[config.mk]
export PLATFORM = sky130hd
export DESIGN_NAME = hazard_ctrl_flat
export DESIGN_NICKNAME = d
export VERILOG_FILES = /design/src/rtl/hazard_ctrl_if.sv /design/src/rtl/hazard_ctrl.sv /design/src/flat_wrapper.sv
export SDC_FILE = /design/constraint.sdc
export NUM_CORES = 1
export LEC_CHECK = 0
export CAP_MARGIN = 30
export CORE_MARGIN = 2
export CORE_UTILIZATION = 36
export DETAILED_ROUTE_END_ITERATION = 6
export DONT_BUFFER_PORTS = 1
export PLACE_DENSITY_LB_ADDON = 0.15
export SYNTH_ARGS = -nofsm -noshare
export SYNTH_HDL_FRONTEND = slang
export SYNTH_SLANG_ARGS = --single-unit
[constraint.sdc]
create_clock -name clk_i -period 1.8 [get_ports clk_i]
set_input_delay 0.09 -clock clk_i [delete_from_list [all_inputs] [get_ports clk_i]]
set_output_delay 0.09 -clock clk_i [all_outputs]
set_load 0.01 [all_outputs]
[src/rtl/hazard_ctrl_if.sv]
// Hazard controller signal bundle: ID/EX hazard inputs and pipeline-control outputs.
interface hazard_ctrl_if;
  logic [4:0]  id_rs1_addr_i;
  logic [4:0]  id_rs2_addr_i;
  logic [4:0]  ex_rd_addr_i;
  logic        ex_memread_i;
  logic [1:0]  ex_aluop_i;
  logic [6:0]  ex_funct7_i;
  logic        id_branch_i;
  logic        pc_write_o;
  logic        ifid_write_o;
  logic        ifid_flush_o;
  logic        idex_write_o;
  logic        idex_bubble_o;
  logic        exmem_bubble_o;
  logic        mul_start_o;
  logic [15:0] stall_cnt_o;

  // Pipeline side drives hazard inputs and consumes the control outputs.
  modport master (
    output id_rs1_addr_i, id_rs2_addr_i, ex_rd_addr_i, ex_memread_i,
    output ex_aluop_i, ex_funct7_i, id_branch_i,
    input  pc_write_o, ifid_write_o, ifid_flush_o, idex_write_o,
    input  idex_bubble_o, exmem_bubble_o, mul_start_o, stall_cnt_o
  );

  modport slave (
    input  id_rs1_addr_i, id_rs2_addr_i, ex_rd_addr_i, ex_memread_i,
    input  ex_aluop_i, ex_funct7_i, id_branch_i,
    output pc_write_o, ifid_write_o, ifid_flush_o, idex_write_o,
    output idex_bubble_o, exmem_bubble_o, mul_start_o, stall_cnt_o
  );
endinterface

[src/rtl/hazard_ctrl.sv]
// Pipeline hazard controller: multi-cycle multiply stall, load-use stall, branch flush.
// Multiply support is compiled in only when HAZARD_MUL_EN is defined.
module hazard_ctrl (
  input logic          clk_i,
  input logic          rst_i,
  hazard_ctrl_if.slave hz
);

  typedef enum logic [0:0] {StRun, StMulBusy} state_e;

  state_e      state_q, state_d;
  logic [2:0]  cnt_q, cnt_d;
  logic [15:0] stall_cnt_q, stall_cnt_d;

  logic ex_mul;
  logic load_use;
  logic pc_write, ifid_write, ifid_flush, idex_write;
  logic idex_bubble, exmem_bubble, mul_start;

`ifdef HAZARD_MUL_EN
  assign ex_mul = (hz.ex_aluop_i == 2'b10) && (hz.ex_funct7_i == 7'b0000001);
`else
  // Without the multiplier the FSM never leaves StRun.
  assign ex_mul = 1'b0;
  logic unused_mul;
  assign unused_mul = ^{hz.ex_aluop_i, hz.ex_funct7_i};
`endif

  assign load_use = hz.ex_memread_i && (hz.ex_rd_addr_i != 5'd0) &&
                    ((hz.ex_rd_addr_i == hz.id_rs1_addr_i) ||
                     (hz.ex_rd_addr_i == hz.id_rs2_addr_i));

  always_comb begin
    state_d      = state_q;
    cnt_d        = cnt_q;
    pc_write     = 1'b1;
    ifid_write   = 1'b1;
    ifid_flush   = 1'b0;
    idex_write   = 1'b1;
    idex_bubble  = 1'b0;
    exmem_bubble = 1'b0;
    mul_start    = 1'b0;

    case (state_q)
      StRun: begin
        if (ex_mul) begin
          mul_start    = 1'b1;
          pc_write     = 1'b0;
          ifid_write   = 1'b0;
          idex_write   = 1'b0;
          exmem_bubble = 1'b1;
          cnt_d        = 3'd3;
          state_d      = StMulBusy;
        end else if (load_use) begin
          pc_write    = 1'b0;
          ifid_write  = 1'b0;
          idex_bubble = 1'b1;
        end else if (hz.id_branch_i) begin
          ifid_flush = 1'b1;
        end
      end
      StMulBusy: begin
        // ID is frozen here; its hazards are re-evaluated once back in StRun.
        pc_write     = 1'b0;
        ifid_write   = 1'b0;
        idex_write   = 1'b0;
        exmem_bubble = 1'b1;
        cnt_d        = cnt_q - 3'd1;
        if (cnt_q == 3'd1) begin
          state_d = StRun;
        end
      end
      default: state_d = StRun;
    endcase

    // Outputs sit at their idle values while reset is held, whatever the inputs.
    if (!rst_i) begin
      pc_write     = 1'b1;
      ifid_write   = 1'b1;
      ifid_flush   = 1'b0;
      idex_write   = 1'b1;
      idex_bubble  = 1'b0;
      exmem_bubble = 1'b0;
      mul_start    = 1'b0;
    end
  end

  always_comb begin
    stall_cnt_d = stall_cnt_q;
    if (!pc_write && (stall_cnt_q != 16'hFFFF)) begin
      stall_cnt_d = stall_cnt_q + 16'd1;
    end
  end

  always_ff @(posedge clk_i or negedge rst_i) begin
    if (!rst_i) begin
      state_q     <= StRun;
      cnt_q       <= 3'd0;
      stall_cnt_q <= 16'd0;
    end else begin
      state_q     <= state_d;
      cnt_q       <= cnt_d;
      stall_cnt_q <= stall_cnt_d;
    end
  end

  assign hz.pc_write_o     = pc_write;
  assign hz.ifid_write_o   = ifid_write;
  assign hz.ifid_flush_o   = ifid_flush;
  assign hz.idex_write_o   = idex_write;
  assign hz.idex_bubble_o  = idex_bubble;
  assign hz.exmem_bubble_o = exmem_bubble;
  assign hz.mul_start_o    = mul_start;
  assign hz.stall_cnt_o    = stall_cnt_q;

endmodule

[src/flat_wrapper.sv]
// flat-port wrapper written by rule: the top's interface ports become plain ports
module hazard_ctrl_flat 
  (clk_i, rst_i, hz_id_rs1_addr_i, hz_id_rs2_addr_i, hz_ex_rd_addr_i, hz_ex_memread_i, hz_ex_aluop_i, hz_ex_funct7_i, hz_id_branch_i, hz_pc_write_o, hz_ifid_write_o, hz_ifid_flush_o, hz_idex_write_o, hz_idex_bubble_o, hz_exmem_bubble_o, hz_mul_start_o, hz_stall_cnt_o);
  hazard_ctrl_if hz_i ();
  input logic clk_i;
  input logic rst_i;
  input wire logic [$bits(hz_i.id_rs1_addr_i)-1:0] hz_id_rs1_addr_i;
  input wire logic [$bits(hz_i.id_rs2_addr_i)-1:0] hz_id_rs2_addr_i;
  input wire logic [$bits(hz_i.ex_rd_addr_i)-1:0] hz_ex_rd_addr_i;
  input wire logic [$bits(hz_i.ex_memread_i)-1:0] hz_ex_memread_i;
  input wire logic [$bits(hz_i.ex_aluop_i)-1:0] hz_ex_aluop_i;
  input wire logic [$bits(hz_i.ex_funct7_i)-1:0] hz_ex_funct7_i;
  input wire logic [$bits(hz_i.id_branch_i)-1:0] hz_id_branch_i;
  output wire logic [$bits(hz_i.pc_write_o)-1:0] hz_pc_write_o;
  output wire logic [$bits(hz_i.ifid_write_o)-1:0] hz_ifid_write_o;
  output wire logic [$bits(hz_i.ifid_flush_o)-1:0] hz_ifid_flush_o;
  output wire logic [$bits(hz_i.idex_write_o)-1:0] hz_idex_write_o;
  output wire logic [$bits(hz_i.idex_bubble_o)-1:0] hz_idex_bubble_o;
  output wire logic [$bits(hz_i.exmem_bubble_o)-1:0] hz_exmem_bubble_o;
  output wire logic [$bits(hz_i.mul_start_o)-1:0] hz_mul_start_o;
  output wire logic [$bits(hz_i.stall_cnt_o)-1:0] hz_stall_cnt_o;
  assign hz_i.id_rs1_addr_i = hz_id_rs1_addr_i;
  assign hz_i.id_rs2_addr_i = hz_id_rs2_addr_i;
  assign hz_i.ex_rd_addr_i = hz_ex_rd_addr_i;
  assign hz_i.ex_memread_i = hz_ex_memread_i;
  assign hz_i.ex_aluop_i = hz_ex_aluop_i;
  assign hz_i.ex_funct7_i = hz_ex_funct7_i;
  assign hz_i.id_branch_i = hz_id_branch_i;
  assign hz_pc_write_o = hz_i.pc_write_o;
  assign hz_ifid_write_o = hz_i.ifid_write_o;
  assign hz_ifid_flush_o = hz_i.ifid_flush_o;
  assign hz_idex_write_o = hz_i.idex_write_o;
  assign hz_idex_bubble_o = hz_i.idex_bubble_o;
  assign hz_exmem_bubble_o = hz_i.exmem_bubble_o;
  assign hz_mul_start_o = hz_i.mul_start_o;
  assign hz_stall_cnt_o = hz_i.stall_cnt_o;
  hazard_ctrl u_core (.clk_i(clk_i), .rst_i(rst_i), .hz(hz_i));
endmodule
==> qor.yml, run 1 <==
outcome:
  outcome: "finished clean"
yosys:
  synth.largest_area_cell: "dfrtp_1"
  syn_area_mm2: 0.00119
  synthTopCellsByCount: "xnor2_1, dfrtp_1, nand2_1"
  netlist.area_leader.share: 0.419
  synth_area_leaders: "dfrtp_1, xnor2_1, nand4_1"
  seq_area_frac_synth: 0.419
  synthCells: 114
  synth_fp_nets: 145
  ys_ff_latch: 20
  yosysWarnings: 0
  yosysMostFrequentCell: "xnor2_1"
  synthDistinctLibCells: 33
  avgSynthCellArea_um2: 10.5
  synthArstFlopShare: 1.00
  ys.flop_type: "dfrtp_1"
  synth_edf_count: 0
finish:
  drive_gt1_frac: 0.333
  fin_area_mm2: 0.00154
  final_nets: 173
  final_core_util: 0.495
  diodes: 0
  syn2layout_area_growth_pct: 28.5
grt:
  antenna_found_initial: 0
  grt_pass1_wl_um: 4200
  grt_start_max_net_pins: 24
  grt.total_usage: 0.152
  grt-ovfl-total: 0
  first_global_vias: 956
placement:
  place_area_mm2: 0.00136
  hpwl_um: 1950
  place_ws_ns: 0.0227
  io_buffers: 0
  place_congestion: 0.698
clock_network:
  numClockSinks: 20
  htreeDepth: 1
  clk_latency_ns: 0.32
  root_buffer: "clkbuf_4"
  path_clk_slew_ns: 0.13
  clockBufferDepth: 2
  cts_tree: "done"
  cts_made_buffers: 3
pwr:
  switching_share: 0.242
  leakage_nw: 0.693
  switchingPower_mw: 0.247
  p_per_area_mw_per_mm2: 665
  vdd_drop_max_mv: 0.433
  p_total_mw: 1.02
  p_clk_frac: 0.373
  sequentialPowerShare: 0.469
  p_comb_frac: 0.158
  internal_power_mw: 0.774
sta:
  fin_setup_tns_ns: 0
  setup-violations-final: 0
  finalHoldViolCount: 0
  setup_slack_ns: 0.0656
  post-route-period-util: 0.964
  fin_crit_ns: 1.73
  rsz0062_at_grt: "no"
  tightest_slew_ns: 0.533
  slew_violations: 0
  finClkSkew_ns: 0.00761
  fmax_mhz: 577
  slew_headroom: 0.645
setup_path:
  rr_worst_depth: 5
  worstPathArrival_ns: 1.95
  cp.required_ns: 2.01
  cp-start-kind: "flop"
  regToRegStartpoint: "u_core.hz.stall_cnt_o[6]"
  criticalPathCategory: "flop to flop"
  rrSetupSlack_ns: 0.07
  crit_path_end_kind: "flop"
  crit_end: "u_core.hz.stall_cnt_o[1]"
  crit_start: "u_core.hz.stall_cnt_o[6]"
  timing.rr.end: "u_core.hz.stall_cnt_o[1]"
  path_max_fanout: 6
run:
  cap_violations: 0
floorplanning:
  die_w_um: 61.6
  die_h_um: 61.6
  rows: 20
  coreArea_mm2: 0.00310
  ioPinCount: 51
  start_util: 0.385
  die-area_mm2: 0.00380
drt:
  wl_per_cell_um: 15.0
  vias_per_cell: 5.03
  drt_wl_total_um: 2770
  first_iter_violations: 35
  ant_nets: 0
  via_count: 931
  route.detailed.drc: 0
  drt_pass1_iterations: 4
worst_hold_path:
  hold_path_class: "input pin to flop"
  hold_start: "rst_i"
-- worst min-delay path by stage --
stage / endpoint / slack, ns / cells after the start
after floorplan: u_core.cnt_q[0] / -0.21 / 0
after global placement: u_core.cnt_q[0] / -0.20 / 0
after detailed placement: u_core.state_q / -0.20 / 0
after CTS: u_core.hz.stall_cnt_o[15] / 0.04 / 3
after global routing: u_core.cnt_q[0] / 0.05 / 1
final: u_core.hz.stall_cnt_o[15] / 0.04 / 3
-- area by class of cell --
type                    count  area [um2]
fillers                   320        1570
multi-input cells          85         679
flip-flops and latches     20         500
repair buffers             27         229
well taps                  44        55.1
clock inverters             1        30.0
clock buffers               3        22.5
inverters                   5        18.8
-- worst max-delay path, stage by stage, from the launching register on --
cell,delay (ns)
dfrtp_1,0.41
and3_4,0.18
and3_4,0.19
a221oi_4,0.29
o21a_4,0.22
mux2_2,0.33
-- power groups by stage --
| stage | sequential (mW) | combinational, mW | clock [mW] |
|---|---|---|---|
| 2_1_floorplan | 0.505 | 0.0762 | 0 |
| 3_3_place_gp | 0.487 | 0.135 | 0 |
| 3_5_place_dp | 0.488 | 0.139 | 0 |
| 4_1_cts | 0.480 | 0.152 | 0.387 |
| 5_1_grt | 0.483 | 0.181 | 0.408 |
| 6_report | 0.480 | 0.161 | 0.381 |
-- per-stage QoR --
stage	cells	hold slack, ns
floorplan	114	-0.206
global placement	174	-0.204
detailed placement	174	-0.204
CTS	181	0.0407
global route	185	0.0471
finish	185	0.0390
-- routing by layer --
| metal | track usage | vias up | wire (um) |
|---|---|---|---|
| met1 | 0.178 | 451 | 1160 |
| met4 | 0.0638 | 0 | 36 |
| li1 | - | 445 | - |
| met3 | 0.0336 | 5 | 158 |
| met5 | 0 | - | 0 |
| met2 | 0.266 | 30 | 1410 |
-- placed cells by master, fill, tap and decap left out, types with 2 or more instances in the layout --
master / Yosys / routed
clkbuf_4: 0 / 3
nand2_1: 9 / 9
a21oi_1: 2 / 2
ha_1: 3 / 3
and2_2: 3 / 3
nand3_1: 8 / 7
and3_4: 0 / 3
buf_4: 3 / 24
xor2_1: 4 / 4
inv_1: 5 / 5
nand3_2: 1 / 2
nand4_1: 8 / 8
nor3_2: 1 / 2
xnor2_1: 23 / 23
and3_1: 5 / 2
dfrtp_1: 20 / 20
-- sequential cells by signal (all words and copies together) (netlist names) --
name,cells
u_core.hz.stall_cnt_o,16
u_core.cnt_q,3
u_core.state_q,1
-- logic make-up (layout without fill, tap and decap cells) --
group | Yosys count | in the layout | synth area share
flip-flops | 20 | 20 | 0.419
AND/OR/NAND/NOR | 43 | 43 | 0.226
multiplexers | 2 | 2 | 0.0178
adder cells (fa/ha/maj) | 3 | 3 | 0.0314
buffers and inverters | 10 | 36 | 0.0555
AO/OA/AOI/OAI | 8 | 9 | 0.0492
other | 1 | 1 | 0.00314
XOR/XNOR | 27 | 27 | 0.198
-- timing repair --
| action | 4_1_cts | 5_1_grt |
|---|---|---|
| buffers inserted | 2 | 2 |
| hold buffers | 1 | 0 |
| endpoints found under the setup margin | 1 | 10 |
| pin swaps | 0 | 6 |
| resized for setup | 0 | 9 |
| cloned | 0 | 1 |
| endpoints found under the hold margin | 23 | 0 |
(Power assumes the default switching activity.)
==> inputs of run 2 (changes only) <==
- CORE_UTILIZATION: 36 -> 44
==> run 2 against run 1 <==
Effect of this change:
- sequential power about the same
- critical path depth unchanged
- total power decreased by 11%
- clock skew increased by 0.0035 ns
- global-route usage increased by 0.92 points
- die area decreased by 17%
- worst hold slack improved by 0.0067 ns
- sequential cell count unchanged
- via count decreased by 1.4%
- critical path type unchanged
- largest cell class unchanged
==> qor.yml, run 2 (synthesis results as in run 1) <==
floorplanning:
  coreArea_mm2: 0.00252  # -19%
  die-area_mm2: 0.00315  # -17%
  die_h_um: 56.1  # -8.9%
  start_util: 0.474  # +0.0886
  die_w_um: 56.1  # -8.9%
  ioPinCount: 51  # unchanged
  rows: 18  # -10%
drt:
  ant_nets: 0  # unchanged
  drt_pass1_iterations: 4  # unchanged
  vias_per_cell: 5.50  # +9.2%
  route.detailed.drc: 0  # unchanged
  drt_wl_total_um: 2570  # -7.0%
  first_iter_violations: 35  # unchanged
  via_count: 918  # -1.4%
  wl_per_cell_um: 15.4  # +3.0%
finish:
  fillers: 220  # -31%
  drive_gt1_frac: 0.307  # -0.0268
  diodes: 0  # unchanged
  largest_reg_flops: 16  # unchanged
  final_nets: 169  # -2.3%
  final_common_cell: "xnor2_1"
  syn2layout_area_growth_pct: 22.2
  fin_area_mm2: 0.00146  # -4.9%
  layout_common_cells: "xnor2_1, buf_4, dfrtp_1"
setup_path:
  slowest_stage: "dfrtp_1"
  rrSetupSlack_ns: 0.07  # about the same
  cp.required_ns: 1.99  # -0.02 ns
  worstPathArrival_ns: 1.93  # -0.02 ns
  cp-start-kind: "flop"
  rr_worst_depth: 5  # unchanged
  path_max_fanout: 6  # unchanged
  crit_path_end_kind: "flop"
  criticalPathCategory: "flop to flop"
  crit_chain: "and3_4, and3_4, a221oi_4, o21a_4, mux2_2"
  cpMostUsedCell: "and3_4"
  regToRegStartpoint: "u_core.hz.stall_cnt_o[6]"
  timing.rr.end: "u_core.hz.stall_cnt_o[1]"
  cpPeakStageDelay_ns: 0.40  # about the same
sta:
  fin_crit_ns: 1.73  # -0.00247 ns
  setup-violations-final: 0  # unchanged
  fmax_mhz: 577  # +0.14%
  finClkSkew_ns: 0.0111  # +0.00349 ns
  slew_headroom: 0.630  # -0.0146
  rsz0062_at_grt: "no"
  post-route-period-util: 0.962  # -0.00137
  tightest_slew_ns: 0.555  # +0.0220 ns
  whs_ns: 0.0457  # +0.00671 ns
  finalHoldViolCount: 0  # unchanged
  slew_violations: 0  # unchanged
  fin_setup_tns_ns: 0  # unchanged
grt:
  grt_start_max_net_pins: 24  # unchanged
  antenna_found_initial: 0  # unchanged
  grt.total_usage: 0.161  # +0.00925
  grt-ovfl-total: 0  # unchanged
  grt_pass1_wl_um: 4090  # -2.6%
  first_global_vias: 894  # -6.5%
worst_hold_path:
  hold_path_class: "input pin to flop"
  min_path_cells: 2  # -1
  hold_start: "rst_i"
  worstHoldEndpoint: "u_core.hz.stall_cnt_o[13]"
pwr:
  vdd_drop_max_mv: 0.508  # +17%
  p_per_area_mw_per_mm2: 621  # -6.7%
  leakage_nw: 0.665  # -4.0%
clock_network:
  root_buffer: "clkbuf_4"
  path_clk_slew_ns: 0.12  # about the same
  htreeDepth: 1  # unchanged
  cts_tree: "done"
  cts_made_buffers: 3  # unchanged
  numClockSinks: 20  # unchanged
  clockBufferDepth: 2  # unchanged
  clk_latency_ns: 0.31  # about the same
placement:
  hpwl_um: 1850  # -5.0%
  place_area_mm2: 0.00134  # -1.8%
  place_congestion: 0.772  # +11%
  io_buffers: 0  # unchanged
run:
  cap_violations: 0  # unchanged
outcome:
  outcome: "finished clean"
==> run 2: cell count changes in the layout (fill, tap and decap cells not counted), sizes merged <==
cell / previous run / this run
clkbuf: 3 / 4
buf: 26 / 22
bufinv: 1 / 0
==> run 2: how the worst max path moves through the flow <==
| stage | start | endpoint | slack [ns] | depth (start not counted) |
|---|---|---|---|---|
| finish | u_core.hz.stall_cnt_o[6] | u_core.hz.stall_cnt_o[1] | 0.07 | 5 |
| CTS | u_core.hz.stall_cnt_o[6] | u_core.hz.stall_cnt_o[1] | 0.01 | 5 |
| floorplan | u_core.hz.stall_cnt_o[6] | u_core.hz.stall_cnt_o[4] | 0.08 | 7 |
| global placement | u_core.hz.stall_cnt_o[6] | u_core.hz.stall_cnt_o[1] | 0.05 | 5 |
| global route | u_core.hz.stall_cnt_o[6] | u_core.hz.stall_cnt_o[1] | 0.01 | 5 |
| detailed placement | u_core.hz.stall_cnt_o[6] | u_core.hz.stall_cnt_o[1] | 0.03 | 5 |
==> run 2: area by class of cell <==
| type | count | area (um2) | area share |
|---|---|---|---|
| multi-input cells | 85 | 672 | 0.460 |
| flip-flops and latches | 20 | 500 | 0.343 |
| repair buffers | 23 | 195 | 0.134 |
| well taps | 30 | 37.5 | 0.0257 |
| clock buffers | 4 | 36.3 | 0.0249 |
| inverters | 5 | 18.8 | 0.0129 |
==> run 2: what timing repair did <==
item | CTS | global route
cloned | 0 | 1
setup buffers | 1 | 0
gates resized for setup | 0 | 7
pin swaps | 0 | 1
endpoints found under the setup margin | 1 | 9
hold buffers | 1 | 0
endpoints found under the hold margin | 23 | 0
==> run 2: report_power, final <==
| part | internal [mW] | total [mW] | switching (mW) |
|---|---|---|---|
| clock network | 0.124 | 0.263 | 0.139 |
| registers | 0.468 | 0.480 | 0.0116 |
| logic | 0.0836 | 0.165 | 0.0811 |
==> run 2: worst max-delay path, delay by kind of cell (launching register included) <==
kind / cells / cell delay (ns)
compound gates: 2 / 0.51
flops: 1 / 0.40
simple gates: 2 / 0.37
mux: 1 / 0.33
==> run 2: metrics by stage <==
| step | power [mW] | std cells | setup WS (ns) | utilization |
|---|---|---|---|---|
| floorplan | 0.581 | 114 | 0.0783 | - |
| global route | 0.961 | 167 | 0.0110 | 0.579 |
| finish | 0.907 | 167 | 0.0680 | 0.579 |
| global placement | 0.620 | 159 | 0.0504 | 0.529 |
| detailed placement | 0.629 | 159 | 0.0323 | 0.529 |
| CTS | 0.904 | 165 | 0.0103 | 0.551 |
==> run 2: metal layers <==
metal	track usage	wire length, um
met1	0.203	1100
met3	0.0488	157
met2	0.274	1290
met4	0.0306	23
met5	0	0
